### config.mk
export PLATFORM = sky130hd
export DESIGN_NAME = mux_sel_arbiter
export DESIGN_NICKNAME = d
export VERILOG_FILES = /design/src/rtl/mux_sel_arbiter_pkg.sv /design/src/rtl/mux_sel_arbiter_rr_pick.sv /design/src/rtl/mux_sel_arbiter.sv
export SDC_FILE = /design/constraint.sdc
export NUM_CORES = 1
export LEC_CHECK = 0
export CAP_MARGIN = 10
export CORE_MARGIN = 8
export CORE_UTILIZATION = 40
export DETAILED_ROUTE_END_ITERATION = 8
export PLACE_DENSITY = 0.72
export RECOVER_POWER = 50
export SLEW_MARGIN = 5
export SYNTH_ARGS = -nofsm -noshare
export SYNTH_HDL_FRONTEND = slang
export SYNTH_SLANG_ARGS = --single-unit
export TNS_END_PERCENT = 10
### constraint.sdc
create_clock -name clk -period 1.8 [get_ports clk]
set_input_delay 0.36 -clock clk [delete_from_list [all_inputs] [get_ports clk]]
set_output_delay 0.36 -clock clk [all_outputs]
set_load 0.05 [all_outputs]
### src/rtl/mux_sel_arbiter_pkg.sv
// mux_sel_arbiter_pkg: state encodings and default widths shared by the arbiter files
package mux_sel_arbiter_pkg;
    typedef enum logic [1:0] {
        IDLE    = 2'b00,
        GRANT   = 2'b01,
        RELEASE = 2'b10
    } state_t;
    localparam int DEF_NREQ     = 4;
    localparam int DEF_SELW     = 2;
    localparam int DEF_MAX_HOLD = 16;
    localparam int DEF_CNTW     = 4;
endpackage

### src/rtl/mux_sel_arbiter_rr_pick.sv
// mux_sel_arbiter_rr_pick: first set request at or after ptr, searching cyclically
module mux_sel_arbiter_rr_pick
    import mux_sel_arbiter_pkg::*;
#(
    parameter int NREQ = DEF_NREQ,
    parameter int SELW = DEF_SELW
) (
    input  logic [NREQ-1:0] req,
    input  logic [SELW-1:0] ptr,
    output logic            found,
    output logic [SELW-1:0] idx
);
    int j;
    always_comb begin
        found = |req;
        idx = '0;
        j = 0;
        for (int k = NREQ - 1; k >= 0; k--) begin
            j = int'(ptr) + k;
            j = (j >= NREQ) ? j - NREQ : j;
            if (req[j]) idx = SELW'(j);
        end
    end
endmodule

### src/rtl/mux_sel_arbiter.sv
// mux_sel_arbiter: round-robin arbiter driving the 4:1 data mux select with a bounded hold time
module mux_sel_arbiter
    import mux_sel_arbiter_pkg::*;
#(
    parameter int NREQ     = DEF_NREQ,
    parameter int SELW     = DEF_SELW,
    parameter int MAX_HOLD = DEF_MAX_HOLD,
    parameter int CNTW     = DEF_CNTW
) (
    input  logic            clk,
    input  logic            rst,
    input  logic [NREQ-1:0] req,
    input  logic            done,
    output logic [NREQ-1:0] grant,
    output logic [SELW-1:0] sel,
    output logic            busy,
    output logic            timeout
);
    state_t          state;
    logic [SELW-1:0] ptr;
    logic [CNTW-1:0] hold_cnt;
    logic            found;
    logic [SELW-1:0] pick_idx;
    logic            cnt_hit;
    logic            rel;
    logic [SELW-1:0] ptr_nxt;

    mux_sel_arbiter_rr_pick #(.NREQ(NREQ), .SELW(SELW)) u_pick (
        .req  (req),
        .ptr  (ptr),
        .found(found),
        .idx  (pick_idx)
    );

    always_comb begin
        cnt_hit = hold_cnt == CNTW'(MAX_HOLD - 1);
        rel     = done || !req[sel] || cnt_hit;
        ptr_nxt = (sel == SELW'(NREQ - 1)) ? '0 : sel + SELW'(1);
    end

    always_ff @(posedge clk) begin
        if (rst) begin
            state    <= IDLE;
            grant    <= '0;
            sel      <= '0;
            busy     <= 1'b0;
            timeout  <= 1'b0;
            ptr      <= '0;
            hold_cnt <= '0;
        end else begin
            timeout <= 1'b0;
            case (state)
                GRANT: begin
                    if (rel) begin
                        grant   <= '0;
                        busy    <= 1'b0;
                        ptr     <= ptr_nxt;
                        state   <= RELEASE;
                        // an explicit done or a dropped request takes precedence over the limit
                        timeout <= cnt_hit && !done && req[sel];
                    end else begin
                        hold_cnt <= hold_cnt + CNTW'(1);
                    end
                end
                RELEASE: state <= IDLE;
                default: begin
                    if (found) begin
                        grant    <= NREQ'(1) << pick_idx;
                        sel      <= pick_idx;
                        busy     <= 1'b1;
                        hold_cnt <= '0;
                        state    <= GRANT;
                    end
                end
            endcase
        end
    end
endmodule

==> run summary <==
The flow ran to the end, and the final reports show no timing, DRC or antenna violations. The number of global-route vias before repair came to between 900 and 1000. The min-delay analysis places its worst path in the category reg2reg. From synthesis to final layout, the design area changed by 37.7%. The count of endpoints failing setup in the final report came out at 0.

The DRC violation count after routing is 0. During synthesis, Yosys emitted a total of 0 warnings. The data arrival time of the worst path is a little under 2000 ps. The maximum vdd drop is slightly below 0.7 mV. The total count of max-transition violations in the final report is 0.

The kind of end point of the critical path is a flip-flop. The final non-filler cell area came out at 1380 um2. The global-route wire length before repair came out at 4.31 mm. For the pin with the worst max-slew slack, the measured transition is between 600 and 700 ps.

After detailed placement, the total cell area comes to 1300 um2. Combinational logic is responsible for between 50% and 60% of the overall power. The total area of sequential cells came out at 323 um2. The count of antenna diodes in the layout is 0. For this design the top-level I/O count stands at 15.

The number of standard cells after synthesis is ~110. The relative slew slack came out at between 50 and 60%. The antenna violation net count after detailed routing is 0. Traced cell by cell, the critical path runs through clkdlybuf4s50_1 > mux2i_1 > o32ai_4 > a22oi_1 > mux2i_1. The internal power consumption is 946 uW. The total CTS buffers is 3.

The share of power burned in the clock network is 15.2%. The wire length per cell after detailed routing came out at roughly 15 um. The standard cell core area is 2430 um2. The number of enable-type register cells in the synthesized netlist came out at 0. The clock period minus final worst setup slack is about 1700 ps.

Port buffering added 14 buffers. The number of nets handed over by synthesis was 123. Global routing used 12.5% of the available tracks across all layers. Summed over all nets, the half-perimeter wirelength after detailed placement is between 2 and 2.5 mm. The number of hold buffers added after CTS came out at 0. The areal power density over the cells came out at 1230 nW/um2. The launch point of the worst path is req[3]. The final core area utilization came out at about 57%. The clock passes through at most 2 buffers. CTS built an H-tree with a depth of 1. Setup repair after global routing could not meet its margin everywhere.

The hold violation count in the final report came out at 0. The number of max-capacitance violations reported came out at 0. The number of vias after detailed routing is 979. The delay of the slowest cell on the worst path is 470 ps.

The worst hold path begins at hold_cnt[1]. The final wirelength came out at 2.67 mm. The clock-pin slew on the worst setup and hold paths is ~90 ps. The fmax is ~590 MHz. A synthesized cell averages ~9.0 um2. The net switching fraction of the power came out at 44.3%. The number of iterations in the first detailed-routing pass came out at 4. The data required time of the critical path is 2030 ps. The worst reg2reg path startpoint is state[1]. The die is approximately 66 um tall.

The share of the Yosys chip area taken by registers is ~32%. The final global-route overflow total came out at 0. The analysis attributes to net switching a power of 753 uW. The count of placed standard cells including taps came out at around 170. The largest net degree at the start of global routing came out at 13. The horizontal die dimension is 66.0 um.

The combined area of all synthesized cells came out at around 1000 um2. The share of final-layout standard cells stronger than drive strength 1 is 31.3%. The clock net in this run drives a total of 16 sinks.

Dividing the final minimum period by the clock period gives 94.1%. The maximum net fanout on the critical path is 5. The number of distinct standard cells referenced by the synthesized netlist is 41. The net count of the finished layout is 160. Counting stages on the worst path, the most repeated cell is sky130_fd_sc_hd__mux2i_1.

The count of routing violations after the opening detailed-route iteration came out at 57. The count of standard-cell rows came out at 18. Among all stages on the critical path, the largest delay is contributed by sky130_fd_sc_hd__clkdlybuf4s50_1. The cell at the root of the clock tree is sky130_fd_sc_hd__clkbuf_4. STA classifies the critical path startpoint as a primary input. The global placement routability congestion is 0.850. Post-CTS timing repair inserted 0 buffers for setup. After routing, the total negative slack on setup checks comes to 0 ps. The share of flip-flops with an asynchronous set or reset came out at 0%.

The number of inserted filler cells in the final layout is between 200 and 250. Summing all multi-input logic gate instances after layout gives 693 um2. The initial antenna violation count came out at 0. The worst setup path is of the in2reg kind.

The most used flip-flop cell after synthesis is sky130_fd_sc_hd__dfxtp_1. The register share of total power is 29.7%. The TritonCTS clock tree is done.

The static power due to leakage came out at 0.000529 uW. The insertion delay of the later-clocked pin in the worst-skew pair came out at 310 ps. The worst-case clock skew came out at between 10 and 15 ps. The average vias per placed instance came out at 5.53.

The die area is 4350 um2. The register bit count reported by yosys came out at 16. The effective utilization at floorplan came out at between 40% and 50%. The number of standard cells in the layout, taps in and fillers out came out at about 180.
-- area by class of cell --
class,instances,area share (%)
clock buffers,4,2.64
inverters,9,2.45
multi-input cells,83,50.4
flip-flops and latches,16,23.5
well taps,30,2.73
repair buffers,35,18.4
-- cells in the final DEF (no fill, tap or decap), types with 2 or more instances in the layout --
| cell | netlist | routed |
|---|---|---|
| sky130_fd_sc_hd__clkbuf_1 | 2 | 7 |
| sky130_fd_sc_hd__a21oi_1 | 4 | 4 |
| sky130_fd_sc_hd__nand2b_1 | 10 | 10 |
| sky130_fd_sc_hd__nor4_1 | 2 | 2 |
| sky130_fd_sc_hd__o22ai_1 | 2 | 2 |
| sky130_fd_sc_hd__nor3_1 | 2 | 2 |
| sky130_fd_sc_hd__nand3_1 | 2 | 2 |
| sky130_fd_sc_hd__dfxtp_1 | 16 | 14 |
| sky130_fd_sc_hd__o32ai_2 | 0 | 4 |
| sky130_fd_sc_hd__nand2_1 | 8 | 7 |
| sky130_fd_sc_hd__ha_1 | 5 | 4 |
| sky130_fd_sc_hd__or2_2 | 2 | 2 |
| sky130_fd_sc_hd__nand4_1 | 3 | 3 |
| sky130_fd_sc_hd__o21ai_0 | 2 | 2 |
| sky130_fd_sc_hd__mux2i_1 | 8 | 7 |
| sky130_fd_sc_hd__inv_1 | 9 | 8 |
| sky130_fd_sc_hd__a21oi_4 | 1 | 2 |
| sky130_fd_sc_hd__clkdlybuf4s50_1 | 0 | 6 |
| sky130_fd_sc_hd__buf_4 | 0 | 20 |
| sky130_fd_sc_hd__o21bai_1 | 2 | 2 |
| sky130_fd_sc_hd__clkbuf_4 | 0 | 3 |
| sky130_fd_sc_hd__nor2b_1 | 5 | 5 |
| sky130_fd_sc_hd__dfxtp_2 | 0 | 2 |
-- critical path, delay by kind of cell --
family	cells	cell delay, ps
buffers and inverters	1	470
AOI/OAI and AO/OA	2	530
muxes	2	570
-- per-layer routing --
metal,vias to the layer above,routed length (um),share of wire (%),global-route usage [%]
li1,488,-,-,-
met3,4,158,5.9,2.03
met2,27,1340,50,21.0
met5,-,0,0,0
met4,0,53,2.0,7.47
met1,460,1120,42,14.6
-- state kept, by name, indices dropped and copies added (netlist names) --
register / count
busy: 1
sel: 2
hold_cnt: 4
timeout: 1
grant: 4
ptr: 2
state: 2
-- worst paths after layout --
path	cells past startpoint	end	slack (ps)
max	5	state[0]	110
min	2	hold_cnt[1]	490
max reg2reg	7	grant[3]	110
min reg2reg	2	hold_cnt[1]	490
-- per-stage QoR --
stage | hold slack (ps) | worst slack, ps | power [uW]
6_report | 490 | 106 | 1700
5_1_grt | 531 | -46.7 | 1810
4_1_cts | 490 | 13.0 | 1670
3_5_place_dp | 472 | -317 | 1410
3_3_place_gp | 468 | -260 | 1380
2_1_floorplan | 452 | 61.3 | 1080
-- power by group through the flow --
stage	registers (uW)	logic (uW)	clock network, uW
finish	505	936	258
global route	519	1020	276
CTS	500	905	267
detailed placement	509	899	0
global placement	502	876	0
floorplan	652	425	0
-- logic make-up after synthesis --
family,Yosys count,synth area share (%)
AO/OA/AOI/OAI,29,24.4
adder cells (fa/ha/maj),5,6.26
buffers and inverters,12,4.63
flip-flops,16,32.0
multiplexers,9,9.14
AND/OR/NAND/NOR,40,23.5
-- cells in the mapped netlist, types with 3 or more instances --
library cell / count / share of area (%)
sky130_fd_sc_hd__dfxtp_1: 16 / 32
sky130_fd_sc_hd__nand2b_1: 10 / 6.3
sky130_fd_sc_hd__inv_1: 9 / 3.4
sky130_fd_sc_hd__mux2i_1: 8 / 8.0
sky130_fd_sc_hd__nand2_1: 8 / 3.0
sky130_fd_sc_hd__ha_1: 5 / 6.3
sky130_fd_sc_hd__nor2b_1: 5 / 3.1
sky130_fd_sc_hd__a21oi_1: 4 / 2.0
sky130_fd_sc_hd__o32ai_1: 4 / 3.5
sky130_fd_sc_hd__nand4_1: 3 / 1.9
-- what timing repair did --
item	4_1_cts	5_1_grt
setup endpoints to repair	0	8
endpoints found under the hold margin	0	0
resized for setup	0	14
No activity file was read; power rests on OpenSTA's default activity.
